**src/rtl/instr_loader.sv**
```systemverilog
// Program loader: assembles opcode-first 32-bit words from a byte stream and writes them to instruction memory.
// Registered Moore FSM, 5 cycles/word minimum; BYTE_READY only in RECV, CPU held until a clean complete load.
module instr_loader #(
  parameter int         ADDR_WIDTH = 8,
  parameter logic [7:0] MAX_OPCODE = 8'h0D
) (
  input  logic                  CLK,
  input  logic                  RESET,
  input  logic                  START,
  input  logic [7:0]            BYTE_IN,
  input  logic                  BYTE_VALID,
  output logic                  BYTE_READY,
  input  logic                  LAST,
  output logic [ADDR_WIDTH-1:0] IMEM_ADDR,
  output logic [31:0]           IMEM_WDATA,
  output logic                  IMEM_WE,
  output logic                  CPU_HOLD,
  output logic                  DONE,
  output logic                  ERROR,
  output logic [ADDR_WIDTH:0]   WORD_COUNT
);

  typedef enum logic [2:0] {
    S_IDLE  = 3'd0,
    S_RECV  = 3'd1,
    S_WRITE = 3'd2,
    S_DONE  = 3'd3,
    S_ERR   = 3'd4
  } state_t;

  state_t                r_state;
  logic [1:0]            r_idx;
  logic [23:0]           r_word;
  logic [ADDR_WIDTH-1:0] r_addr;
  logic [ADDR_WIDTH:0]   r_count;
  logic                  r_last;
  logic                  r_ready;
  logic                  r_hold;
  logic                  r_done;
  logic                  r_error;
  logic                  r_imem_we;
  logic [ADDR_WIDTH-1:0] r_imem_addr;
  logic [31:0]           r_imem_wdata;

  logic w_xfer;
  logic w_bad_opcode;

  assign w_xfer       = BYTE_VALID && r_ready;
  assign w_bad_opcode = (r_idx == 2'd0) && (BYTE_IN > MAX_OPCODE);

  always_ff @(posedge CLK or negedge RESET) begin
    if (!RESET) begin
      r_state      <= S_IDLE;
      r_idx        <= '0;
      r_word       <= '0;
      r_addr       <= '0;
      r_count      <= '0;
      r_last       <= 1'b0;
      r_ready      <= 1'b0;
      r_hold       <= 1'b0;
      r_done       <= 1'b0;
      r_error      <= 1'b0;
      r_imem_we    <= 1'b0;
      r_imem_addr  <= '0;
      r_imem_wdata <= '0;
    end else begin
      r_imem_we <= 1'b0;
      case (r_state)
        S_IDLE, S_DONE, S_ERR: begin
          if (START) begin
            r_state <= S_RECV;
            r_addr  <= '0;
            r_count <= '0;
            r_idx   <= '0;
            r_done  <= 1'b0;
            r_error <= 1'b0;
            r_hold  <= 1'b1;
            r_ready <= 1'b1;
          end
        end
        S_RECV: begin
          if (w_xfer) begin
            // An illegal opcode or an early LAST both consume the byte and abort.
            if (w_bad_opcode || (LAST && (r_idx != 2'd3))) begin
              r_state <= S_ERR;
              r_ready <= 1'b0;
              r_error <= 1'b1;
            end else if (r_idx == 2'd3) begin
              r_state      <= S_WRITE;
              r_ready      <= 1'b0;
              r_last       <= LAST;
              r_imem_we    <= 1'b1;
              r_imem_addr  <= r_addr;
              r_imem_wdata <= {r_word, BYTE_IN};
            end else begin
              case (r_idx)
                2'd0:    r_word[23:16] <= BYTE_IN;
                2'd1:    r_word[15:8]  <= BYTE_IN;
                default: r_word[7:0]   <= BYTE_IN;
              endcase
              r_idx <= r_idx + 2'd1;
            end
          end
        end
        S_WRITE: begin
          r_addr  <= r_addr + 1'b1;
          r_count <= r_count + 1'b1;
          r_idx   <= '0;
          if (r_last) begin
            r_state <= S_DONE;
            r_done  <= 1'b1;
            r_hold  <= 1'b0;
          end else if (&r_addr) begin
            r_state <= S_ERR;
            r_error <= 1'b1;
          end else begin
            r_state <= S_RECV;
            r_ready <= 1'b1;
          end
        end
        default: begin
          r_state <= S_IDLE;
          r_ready <= 1'b0;
          r_hold  <= 1'b0;
        end
      endcase
    end
  end

  assign BYTE_READY = r_ready;
  assign CPU_HOLD   = r_hold;
  assign DONE       = r_done;
  assign ERROR      = r_error;
  assign WORD_COUNT = r_count;
  assign IMEM_WE    = r_imem_we;
  assign IMEM_ADDR  = r_imem_addr;
  assign IMEM_WDATA = r_imem_wdata;

endmodule

```
**config.mk**
```make
export PLATFORM = sky130hd
export DESIGN_NAME = instr_loader
export DESIGN_NICKNAME = d
export VERILOG_FILES = /design/src/rtl/instr_loader.sv
export SDC_FILE = /design/constraint.sdc
export NUM_CORES = 1
export LEC_CHECK = 0
export ABC_AREA = 1
export CORE_UTILIZATION = 40
export CTS_BUF_LIST = sky130_fd_sc_hd__clkbuf_8 sky130_fd_sc_hd__clkbuf_16
export DETAILED_ROUTE_END_ITERATION = 10
export DONT_BUFFER_PORTS = 1
export GPL_TIMING_DRIVEN = 0
export PLACE_DENSITY = 0.5
export SLEW_MARGIN = 30
export SYNTH_ARGS = -nofsm -noshare
export SYNTH_HDL_FRONTEND = slang
export SYNTH_SLANG_ARGS = --single-unit
```
**constraint.sdc**
```tcl
create_clock -name CLK -period 4.2 [get_ports CLK]
set_input_delay 1.05 -clock CLK [delete_from_list [all_inputs] [get_ports CLK]]
set_output_delay 1.05 -clock CLK [all_outputs]
set_load 0.05 [all_outputs]
```
# Word-level counts from Yosys, hierarchy flattened
# Cells that the tools add are included.
# word_totals
register_bits	92
latchBits	0
ramBits	0
romBits	0
in_bits	13
out_inout_bits	54
memories	0
# classes
add_sub_neg	3
n_mul	0
div_mod_pow	0
magnitude_cmp	1
eq_ne	17
n_shift	0
muxes	37
bitwise_logic	4
reduce_logical	22
# op_table
op	n
$reduce_and 5->1	5
$ne 2x2->1 const B	10
$mux 3	6
$pmux 9 s2	1
$mux 1	17
$pmux 8 s2	1
$add 9x1->9 const B	1
$mux 9	1
$pmux 1 s3	3
$pmux 3 s3	1
$reduce_and 3->1	3
$add 8x1->8 const B	1
$gt 8x4->1 const B	1
$mux 2	4
$mux 8	1
$reduce_and 8->1	1
$eq 3x2->1 const B	2
$pmux 2 s3	1
$reduce_and 6->1	1
$not 1->1	4
$reduce_and 4->1	1
$eq 3x1->1 const B	1
$eq 3x3->1 const B	1
$logic_and 1x1->1	3
other kinds (13)	13

# Depth between registers and ports, before layout
# Gate-level depths: netlist of run 1.
# depth
ltp_word	6
ltp_mapped	9
ltp_nobuf	9

# Worst setup path after synthesis of run 1
# Ideal clock, no wire load.
# synth_path
path_kind	input port to flip-flop
from	input port BYTE_IN[5]
to	register r_word[0]
setup_ns	0.117
arrival_ns	1.867
t_required_ns	4.083
slack_ns	2.216
cell_stages	8
path_buffers	0
cell_sequence	nor2_1 nand3_1 nand2_2 nand4_4 inv_4 nand2_2 nand2_1 nand2_1
# synth_between
elab_chain_len	5
# synth_lines
item	line_no	source
from (decl)	10	input logic [7:0] BYTE_IN,
$gt 8x4->1	49	assign w_bad_opcode = (r_idx == 2'd0) && (BYTE_IN > MAX_OPCODE);
$logic_and 1x1->1	49	
$logic_or 1x1->1	84	if (w_bad_opcode || (LAST && (r_idx != 2'd3))) begin
$not 1->1 (no line)	n/a	
$reduce_and 5->1 (no line)	n/a	
to (signal assigned)	55	r_word <= '0;
to (signal assigned)	99	default: r_word[7:0] <= BYTE_IN;
to (decl)	33	logic [23:0] r_word;
# No other way between the ends.
# A chain may end at the register's enable or synchronous reset.

# Final worst setup path of run 1
# layout_path
from	register r_count[2], in the netlist WORD_COUNT[2]
to	output port WORD_COUNT[2]
# layout_rtl
item	line_no	source
from (decl)	35	logic [ADDR_WIDTH:0] r_count;
from (signal assigned)	107	r_count <= r_count + 1'b1;
to (decl)	20	output logic [ADDR_WIDTH:0] WORD_COUNT
# No word-level cell between the ends.

==> results of run 1 <==
flip-flops by register name, indices dropped and copies added, names as in the netlist, 2 cells and up:
name        flops
r_word         24
IMEM_ADDR       8
r_idx           2
IMEM_WDATA     32
r_state         3
r_addr          8
WORD_COUNT      9
cells in the mapped netlist (all sizes together), types with 2 or more instances:
cell / n / area share
dfrtp: 92 / 0.57
xor2: 3 / 0.0065
o21ai: 51 / 0.063
nor3: 2 / 0.0037
nor2: 31 / 0.036
o22ai: 5 / 0.0078
clkbuf: 3 / 0.0034
buf: 7 / 0.0087
nand2: 164 / 0.16
a21oi: 7 / 0.0096
inv: 65 / 0.061
ha: 6 / 0.019
nand3: 25 / 0.032
nand4: 5 / 0.015
worst min-delay path by stage:
stage	startpoint	end	depth (start not counted)
floorplan	r_word[0]$_DFFE_PN0P_	r_word[0]$_DFFE_PN0P_	2
global route	RESET	IMEM_WDATA[23]$_DFFE_PN0P_	0
finish	RESET	IMEM_WDATA[21]$_DFFE_PN0P_	0
detailed placement	r_word[15]$_DFFE_PN0P_	r_word[15]$_DFFE_PN0P_	2
CTS	RESET	IMEM_WDATA[23]$_DFFE_PN0P_	0
global placement	r_word[7]$_DFFE_PN0P_	r_word[7]$_DFFE_PN0P_	2
through the flow:
| stage | instance area [um^2] | util | hold WS (ns) | setup WS [ns] |
|---|---|---|---|---|
| 4_1_cts | 4450 | 0.455 | 0.354 | 2.05 |
| 3_3_place_gp | 4190 | 0.429 | 0.456 | 2.01 |
| 2_1_floorplan | 4020 | - | 0.442 | 2.22 |
| 3_5_place_dp | 4190 | 0.429 | 0.459 | 2.00 |
| 5_1_grt | 4450 | 0.455 | 0.345 | 2.02 |
| 6_report | 4450 | 0.455 | 0.371 | 2.06 |
power groups by stage:
stage / registers [W] / clock network (W) / logic, W
floorplan: 0.00104 / 0 / 0.000209
global placement: 0.00105 / 0 / 0.000258
detailed placement: 0.00105 / 0 / 0.000262
CTS: 0.00104 / 0.000772 / 0.000263
global route: 0.00104 / 0.000803 / 0.000306
finish: 0.00103 / 0.000754 / 0.000258
area by class of cell:
| class | count | area (um^2) | area share |
|---|---|---|---|
| clock inverters | 5 | 106 | 0.0239 |
| plain buffers | 10 | 48.8 | 0.0110 |
| flip-flops and latches | 92 | 2300 | 0.518 |
| multi-input cells | 301 | 1430 | 0.320 |
| well taps | 133 | 166 | 0.0374 |
| inverters | 65 | 246 | 0.0554 |
| clock buffers | 11 | 151 | 0.0340 |
layer usage:
metal | vias to the layer above | track usage | part of all wire
met4 | 0 | 0.0813 | 0.019
met5 | - | 0 | 0
li1 | 1498 | - | -
met2 | 62 | 0.284 | 0.46
met3 | 12 | 0.0527 | 0.058
met1 | 1376 | 0.220 | 0.46
cells by family (layout without fill, tap and decap cells):
family          Yosys count  count (layout)  synth area share
simple gates            227             227             0.244
flops                    92              92             0.572
buf+inv                  75              91            0.0734
compound gates           64              64            0.0830
fa+ha+maj                 6               6            0.0187
xor+xnor                  4               4           0.00871
==> impl_metrics.yaml, run 1 <==
die:
  die_w_um: 102
  die_y_um: 102
  io_pins: 67
  initial_core_util: 0.412
  core_area_um2: 9770
  rows: 36
  dieArea_um2: 10500
clock_tree:
  postCtsSetupRepairBufs: 0
  clock_sinks: 92
  post_cts_resized: 0
  clk_path_buf_depth: 2
  cts-root-buf: "clkbuf_8"
  cts_hold_buf: 0
  h-tree-depth: 3
  clk_pin_slew_ns: 0.09
  clk_latency_ns: 0.37
  cts_made_buffers: 9
  cts_tree: "yes"
worst_setup_path:
  endpoint: "WORD_COUNT[2]"
  r2r_start: "WORD_COUNT[0]$_DFFE_PN0P_"
  reg2reg_slack_ns: 2.31
  cp_num_cells: 0
  cp-startpoint: "WORD_COUNT[2]$_DFFE_PN0P_"
  critPathMaxFanout: 5
  critPathKind: "reg2out"
  end_kind: "output port"
  cp.required_ns: 3.15
  r2r_cells: 8
  cp.arrival_ns: 1.09
  start_kind: "flop"
  rr_endpoint: "WORD_COUNT[8]$_DFFE_PN0P_"
placement:
  dp_hpwl_um: 5930
  gp_congestion: 0.803
  place_inst: 601
  port_buffers: 0
global_route:
  grt_pass1_vias: 2914
  gr-total-overflow: 0
  grt.total_usage: 0.177
  grt_max_degree: 93
  grt_antenna_before_repair: 0
  grt_pass1_wl_um: 14100
timing:
  finalSetupTns_ns: 0
  hold_viol: 0
  min_period_ns: 2.14
  finalCritPeriodShare: 0.508
  finalSetupViolCount: 0
  relSlewSlack: 0.609
  fmax_mhz: 468
  max_slew.worst_pin.slew_ns: 0.586
  skew_ns: 0.00979
  rsz0062_at_grt: "no"
  slew_viol_final: 0
layout:
  drive_gt1_frac: 0.0888
  area_growth_pct: 10.5
  nets: 498
  layout_common_cells: "nand2_1, dfrtp_1, inv_1"
  fillers: 1016
  diodes: 0
  final_common_cell: "nand2_1"
  stdcell_count: 617
route:
  wirelength_um: 8440
  viasPerCell: 4.78
  drt-pass1-iter-count: 4
  drt_iter0_drc: 81
  vias: 2948
  antenna_left: 0
  routed_wire_length_per_instance_um: 13.7
  drc: 0
logic_synthesis:
  async_reset_ff_frac: 1.00
  syn_area_um2: 4020
  ys_seq_elements: 92
  synth-edff-count: 0
  synthCells: 468
  seq_area_frac_synth: 0.572
  ys_types: 26
  syn-num-nets: 487
  yosys_warnings: 0
  syn_avg_cell_area_um2: 8.60
  ys.flop_type: "dfrtp_1"
pwr:
  p_leak_nw: 2.18
  total_power_w: 0.00205
  p_seq_frac: 0.505
  internal_power_w: 0.00145
  p_per_area_nw_per_um2: 460
  swShare: 0.291
  comb_power_share: 0.126
  peakVddDrop_mv: 0.228
  p_sw_w: 0.000596
  clock_power_share: 0.369
outcome:
  run_status: "finished clean"
min_path:
  hold_path.class: "in2async"
job:
  cap_violations: 0
Note: power is estimated with default switching activity, not from simulation.
==> run 2, diff against run 1 <==
==> constraint.sdc (replaced) <==
create_clock -name CLK -period 2 [get_ports CLK]
set_input_delay 0.5 -clock CLK [delete_from_list [all_inputs] [get_ports CLK]]
set_output_delay 0.5 -clock CLK [all_outputs]
set_load 0.05 [all_outputs]
==> run 2 against run 1 <==
Compared with the run above: the flow now finishes with violations (negative hold slack); via count did not move; largest cell class unchanged; register-to-register slack got worse by 2.0 ns; global-route usage did not move.
==> impl_metrics.yaml, run 2 (synthesis gave the netlist of run 1 again) <==
clock_tree:
  cts_tree: "yes"
  clk_latency_ns: 0.37
  clock_sinks: 92
  cts_made_buffers: 9
  h-tree-depth: 3
  clk_path_buf_depth: 2
  cts-root-buf: "clkbuf_8"
  clk_pin_slew_ns: 0.10
placement:
  place_area_um2: 4190
  port_buffers: 0
  dp_hpwl_um: 5930
  gp_congestion: 0.803
  place_inst: 601
worst_setup_path:
  cp_slowest_stage_delay_ns: 0.72
  cp.required_ns: 2.26
  cp.arrival_ns: 1.98
  path_common_cell: "nand3_1"
  start_kind: "flop"
  crit_buf_inv: 0
  path_cells: "nand3_1 -> nor2_1 -> nand2_1 -> nor2_1 -> nand3_1 -> nand3_1 -> o21ai_0"
  cp_slowest_cell: "dfrtp_1"
  end_kind: "flop"
  rr_endpoint: "WORD_COUNT[8]$_DFFE_PN0P_"
  r2r_cells: 7
  reg2reg_slack_ns: 0.28
  cpLargestDelayFamily: "simple AND/OR/NAND/NOR gates"
  critPathKind: "reg2reg"
  critPathMaxFanout: 5
  r2r_start: "WORD_COUNT[2]$_DFFE_PN0P_"
route:
  drt_iter0_drc: 81
  wirelength_um: 8440
  vias: 2948
  viasPerCell: 4.78
  drt-pass1-iter-count: 4
  drc: 0
  antenna_left: 0
  routed_wire_length_per_instance_um: 13.7
timing:
  rsz0062_at_grt: "no"
  hold_viol: 92
  max_slew.worst_pin.slew_ns: 0.586
  skew_ns: 0.00979
  relSlewSlack: 0.609
  fin_hold_ws_ns: -0.179
  finalCritPeriodShare: 0.861
  finalSetupViolCount: 0
  fmax_mhz: 581
  finalSetupTns_ns: 0
  slew_viol_final: 0
  min_period_ns: 1.72
job:
  cap_violations: 0
pwr:
  p_leak_nw: 2.18
  total_power_w: 0.00430
  peakVddDrop_mv: 0.479
  p_per_area_nw_per_um2: 967
global_route:
  gr-total-overflow: 0
  grt_max_degree: 93
  grt_pass1_vias: 2914
  grt.total_usage: 0.177
  grt_pass1_wl_um: 14100
  grt_antenna_before_repair: 0
layout:
  area_growth_pct: 10.6
  diodes: 0
  layout_common_cells: "nand2_1, dfrtp_1, inv_1"
  largest_reg_flops: 32
  drive_gt1_frac: 0.0950
  stdcell_count: 617
  nets: 498
  final_area_um2: 4450
  final_common_cell: "nand2_1"
  fillers: 1015
die:
  die_y_um: 102
  io_pins: 67
  rows: 36
  initial_core_util: 0.412
  dieArea_um2: 10500
  core_area_um2: 9770
  die_w_um: 102
min_path:
  hold_path.class: "in2async"
outcome:
  run_status: "complete, but fails checks"
  failed_checks: "negative hold slack"
## run 2: cell types whose count changed in the layout (fill, tap and decap cells not counted)
| cell | before | now |
|---|---|---|
| dfrtp_2 | 0 | 3 |
| dfrtp_1 | 92 | 89 |
## run 2: what timing repair did
action	4_1_cts	5_1_grt
endpoints found under the setup margin	0	5
buffers inserted	0	0
resized for setup	0	3
hold endpoints to repair	92	92
## run 2: area by class of cell
type / instances / area [um^2] / area share
tap: 133 / 166 / 0.0374
inverter: 65 / 246 / 0.0554
clock buffer: 11 / 151 / 0.0340
sequential: 92 / 2310 / 0.518
multi-input combinational: 301 / 1430 / 0.320
clock inverter: 5 / 106 / 0.0239
buffer: 10 / 48.8 / 0.0110
## run 2: power breakdown
part           total, W  switching (W)  internal, W
combinational  0.000542       0.000376     0.000166
sequential      0.00218       0.000194      0.00198
clock           0.00158       0.000681     0.000903
total           0.00430        0.00125      0.00305
## run 2: worst max path at each step
stage,startpoint,endpoint,slack [ns],cells after the start
2_1_floorplan,WORD_COUNT[0]$_DFFE_PN0P_,WORD_COUNT[8]$_DFFE_PN0P_,0.27,8
3_3_place_gp,BYTE_READY$_DFFE_PN0P_,IMEM_ADDR[2]$_DFFE_PN0P_,0.09,6
3_5_place_dp,WORD_COUNT[0]$_DFFE_PN0P_,WORD_COUNT[8]$_DFFE_PN0P_,0.07,8
4_1_cts,BYTE_READY$_DFFE_PN0P_,IMEM_ADDR[5]$_DFFE_PN0P_,0.07,6
5_1_grt,WORD_COUNT[2]$_DFFE_PN0P_,WORD_COUNT[7]$_DFFE_PN0P_,0.16,7
6_report,WORD_COUNT[2]$_DFFE_PN0P_,WORD_COUNT[8]$_DFFE_PN0P_,0.28,7
## run 2: through the flow
| step | setup slack [ns] | util |
|---|---|---|
| detailed placement | 0.0749 | 0.429 |
| finish | 0.278 | 0.455 |
| CTS | 0.0681 | 0.455 |
| floorplan | 0.270 | - |
| global route | 0.156 | 0.455 |
| global placement | 0.0870 | 0.429 |
## run 2: per-layer routing
layer / wire [um] / vias up / track usage
met3: 493 / 12 / 0.0527
li1: - / 1498 / -
met5: 0 / - / 0
met1: 3890 / 1376 / 0.220
met4: 157 / 0 / 0.0813
met2: 3900 / 62 / 0.284
==> run 3, diff against run 2 <==
--- a/config.mk
+++ b/config.mk
@@ -6,12 +6,12 @@
 export NUM_CORES = 1
 export LEC_CHECK = 0
 export ABC_AREA = 1
+export BUFFER_PORTS_ARGS = -buffer_cell sky130_fd_sc_hd__buf_2
 export CORE_UTILIZATION = 40
 export CTS_BUF_LIST = sky130_fd_sc_hd__clkbuf_8 sky130_fd_sc_hd__clkbuf_16
 export DETAILED_ROUTE_END_ITERATION = 10
-export DONT_BUFFER_PORTS = 1
 export GPL_TIMING_DRIVEN = 0
-export PLACE_DENSITY = 0.5
+export PLACE_DENSITY = 0.56
 export SLEW_MARGIN = 30
 export SYNTH_ARGS = -nofsm -noshare
 export SYNTH_HDL_FRONTEND = slang
==> run 3 against run 2 <==
Compared with the run above: the run now ends clean; hold slack improved by 0.57 ns; global-route usage rose by 0.15 points; non-clock buffer count rose by 68; critical path depth up 1; total power is 2.6% lower; final area grew 7.5%; critical path type unchanged; largest power group unchanged.
==> impl_metrics.yaml, run 3 (synthesis gave the netlist of run 1 again) <==
clock_tree:
  cts_made_buffers: 9
  clk_latency_ns: 0.37
  h-tree-depth: 3
  post_cts_resized: 0
  clock_sinks: 92
  clk_pin_slew_ns: 0.09
  clk_path_buf_depth: 2
  cts-root-buf: "clkbuf_8"
  cts_tree: "yes"
pwr:
  p_seq_frac: 0.489
  swShare: 0.310
  peakVddDrop_mv: 0.442
  p_per_area_nw_per_um2: 875
  p_sw_w: 0.00130
  p_leak_nw: 2.52
  comb_power_share: 0.180
  internal_power_w: 0.00289
  clock_power_share: 0.331
  total_power_w: 0.00419
layout:
  fillers: 993
  nets: 566
  layout_common_cells: "nand2_1, dfrtp_1, buf_2"
  stdcell_count: 685
  drive_gt1_frac: 0.199
  area_growth_pct: 19.0
  final_area_um2: 4790
  final_common_cell: "nand2_1"
  diodes: 0
  largest_reg_flops: 32
placement:
  gp_congestion: 0.784
  dp_hpwl_um: 6010
  place_area_um2: 4550
  port_buffers: 66
  place_inst: 668
timing:
  min_period_ns: 1.66
  max_slew.worst_pin.slew_ns: 0.424
  finalCritPeriodShare: 0.831
  hold_viol: 0
  fmax_mhz: 602
  finalSetupTns_ns: 0
  relSlewSlack: 0.717
  rsz0062_at_grt: "no"
  skew_ns: 0.00459
  finalSetupViolCount: 0
  slew_viol_final: 0
route:
  drc: 0
  antenna_left: 0
  drt-pass1-iter-count: 4
  routed_wire_length_per_instance_um: 12.3
  viasPerCell: 4.64
  vias: 3176
  wirelength_um: 8440
  drt_iter0_drc: 86
worst_setup_path:
  cp_slowest_stage_delay_ns: 0.43
  start_kind: "flop"
  critPathKind: "reg2reg"
  cp.arrival_ns: 1.92
  path_cells: "inv_1 -> ha_1 -> nand2_2 -> nand4_4 -> inv_4 -> nand2_2 -> nand2_1 -> nand2_1"
  reg2reg_slack_ns: 0.34
  critPathMaxFanout: 10
  r2r_start: "r_idx[0]$_DFFE_PN0P_"
  r2r_cells: 8
  endpoint: "r_word[3]$_DFFE_PN0P_"
  rr_endpoint: "r_word[3]$_DFFE_PN0P_"
  cp.required_ns: 2.26
  cp-startpoint: "r_idx[0]$_DFFE_PN0P_"
  end_kind: "flop"
  cp_slowest_cell: "dfrtp_1"
min_path:
  hold_path.class: "in2reg"
die:
  core_area_um2: 9770
  dieArea_um2: 10500
  initial_core_util: 0.412
  rows: 36
  io_pins: 67
  die_y_um: 102
  die_w_um: 102
global_route:
  grt_max_degree: 69
  grt.total_usage: 0.179
  grt_pass1_vias: 3028
  grt_pass1_wl_um: 14200
  grt_antenna_before_repair: 0
  gr-total-overflow: 0
job:
  cap_violations: 0
outcome:
  run_status: "finished clean"
==> run 3: changes by cell type in the layout (fill, tap and decap cells not counted) <==
cell           previous run  this run
clkbuf_8                 11         9
clkinvlp_4                1         4
dfrtp_1                  89        92
buf_2                     7        72
dlygate4sd3_1             0         1
buf_16                    0         1
bufinv_16                 3         2
dfrtp_2                   3         0
buf_6                     0         1
==> run 3: stage by stage <==
stage / utilization / hold slack (ns) / worst slack, ns
3_3_place_gp: 0.462 / 0.457 / -0.473
2_1_floorplan: - / 0.204 / 0.270
3_5_place_dp: 0.466 / 0.376 / 0.203
4_1_cts: 0.490 / 0.385 / 0.300
5_1_grt: 0.490 / 0.388 / 0.171
6_report: 0.490 / 0.394 / 0.338
==> run 3: area by class of cell <==
cell class / count / area (um^2) / share of cell area
Buffer: 10 / 48.8 / 0.0102
Clock buffer: 9 / 124 / 0.0259
Clock inverter: 7 / 98.8 / 0.0207
Inverter: 65 / 246 / 0.0515
Multi-Input combinational cell: 301 / 1430 / 0.298
Sequential cell: 92 / 2300 / 0.481
Tap cell: 133 / 166 / 0.0348
Timing Repair Buffer: 68 / 374 / 0.0782
==> run 3: metal layers <==
| metal | GRT usage | routed length [um] | vias up |
|---|---|---|---|
| li1 | - | - | 1618 |
| met1 | 0.217 | 3820 | 1504 |
| met2 | 0.308 | 4180 | 46 |
| met3 | 0.0438 | 331 | 8 |
| met4 | 0.0659 | 107 | 0 |
| met5 | 0 | 0 | - |
==> run 3: worst min-delay path by stage <==
| stage | from | endpoint | cells past startpoint |
|---|---|---|---|
| after CTS | BYTE_IN[4] | r_word[4]$_DFFE_PN0P_ | 3 |
| after detailed placement | RESET | IMEM_WDATA[23]$_DFFE_PN0P_ | 1 |
| after global placement | r_word[7]$_DFFE_PN0P_ | r_word[7]$_DFFE_PN0P_ | 2 |
| after floorplan | RESET | BYTE_READY$_DFFE_PN0P_ | 0 |
| after global routing | BYTE_IN[4] | IMEM_WDATA[4]$_DFFE_PN0P_ | 3 |
| final | BYTE_IN[7] | r_word[7]$_DFFE_PN0P_ | 3 |
==> run 3: timing repair <==
action	CTS	global route
hold endpoints to repair	24	0
hold buffers	1	0
setup buffers	0	0
==> run 3: worst max-delay path: cells and delay by family (launching register included) <==
family,cells,cell delay (ns)
buffers and inverters,2,0.22
adder cells (fa/ha/maj),1,0.24
flip-flops,1,0.43
AND/OR/NAND/NOR,5,0.66
==> run 3: power groups by stage <==
stage | sequential [W] | combinational [W] | clock [W]
3_3_place_gp | 0.00209 | 0.000744 | 0
3_5_place_dp | 0.00209 | 0.000757 | 0
5_1_grt | 0.00207 | 0.000851 | 0.00152
4_1_cts | 0.00205 | 0.000763 | 0.00143
6_report | 0.00205 | 0.000752 | 0.00139
2_1_floorplan | 0.00219 | 0.000440 | 0
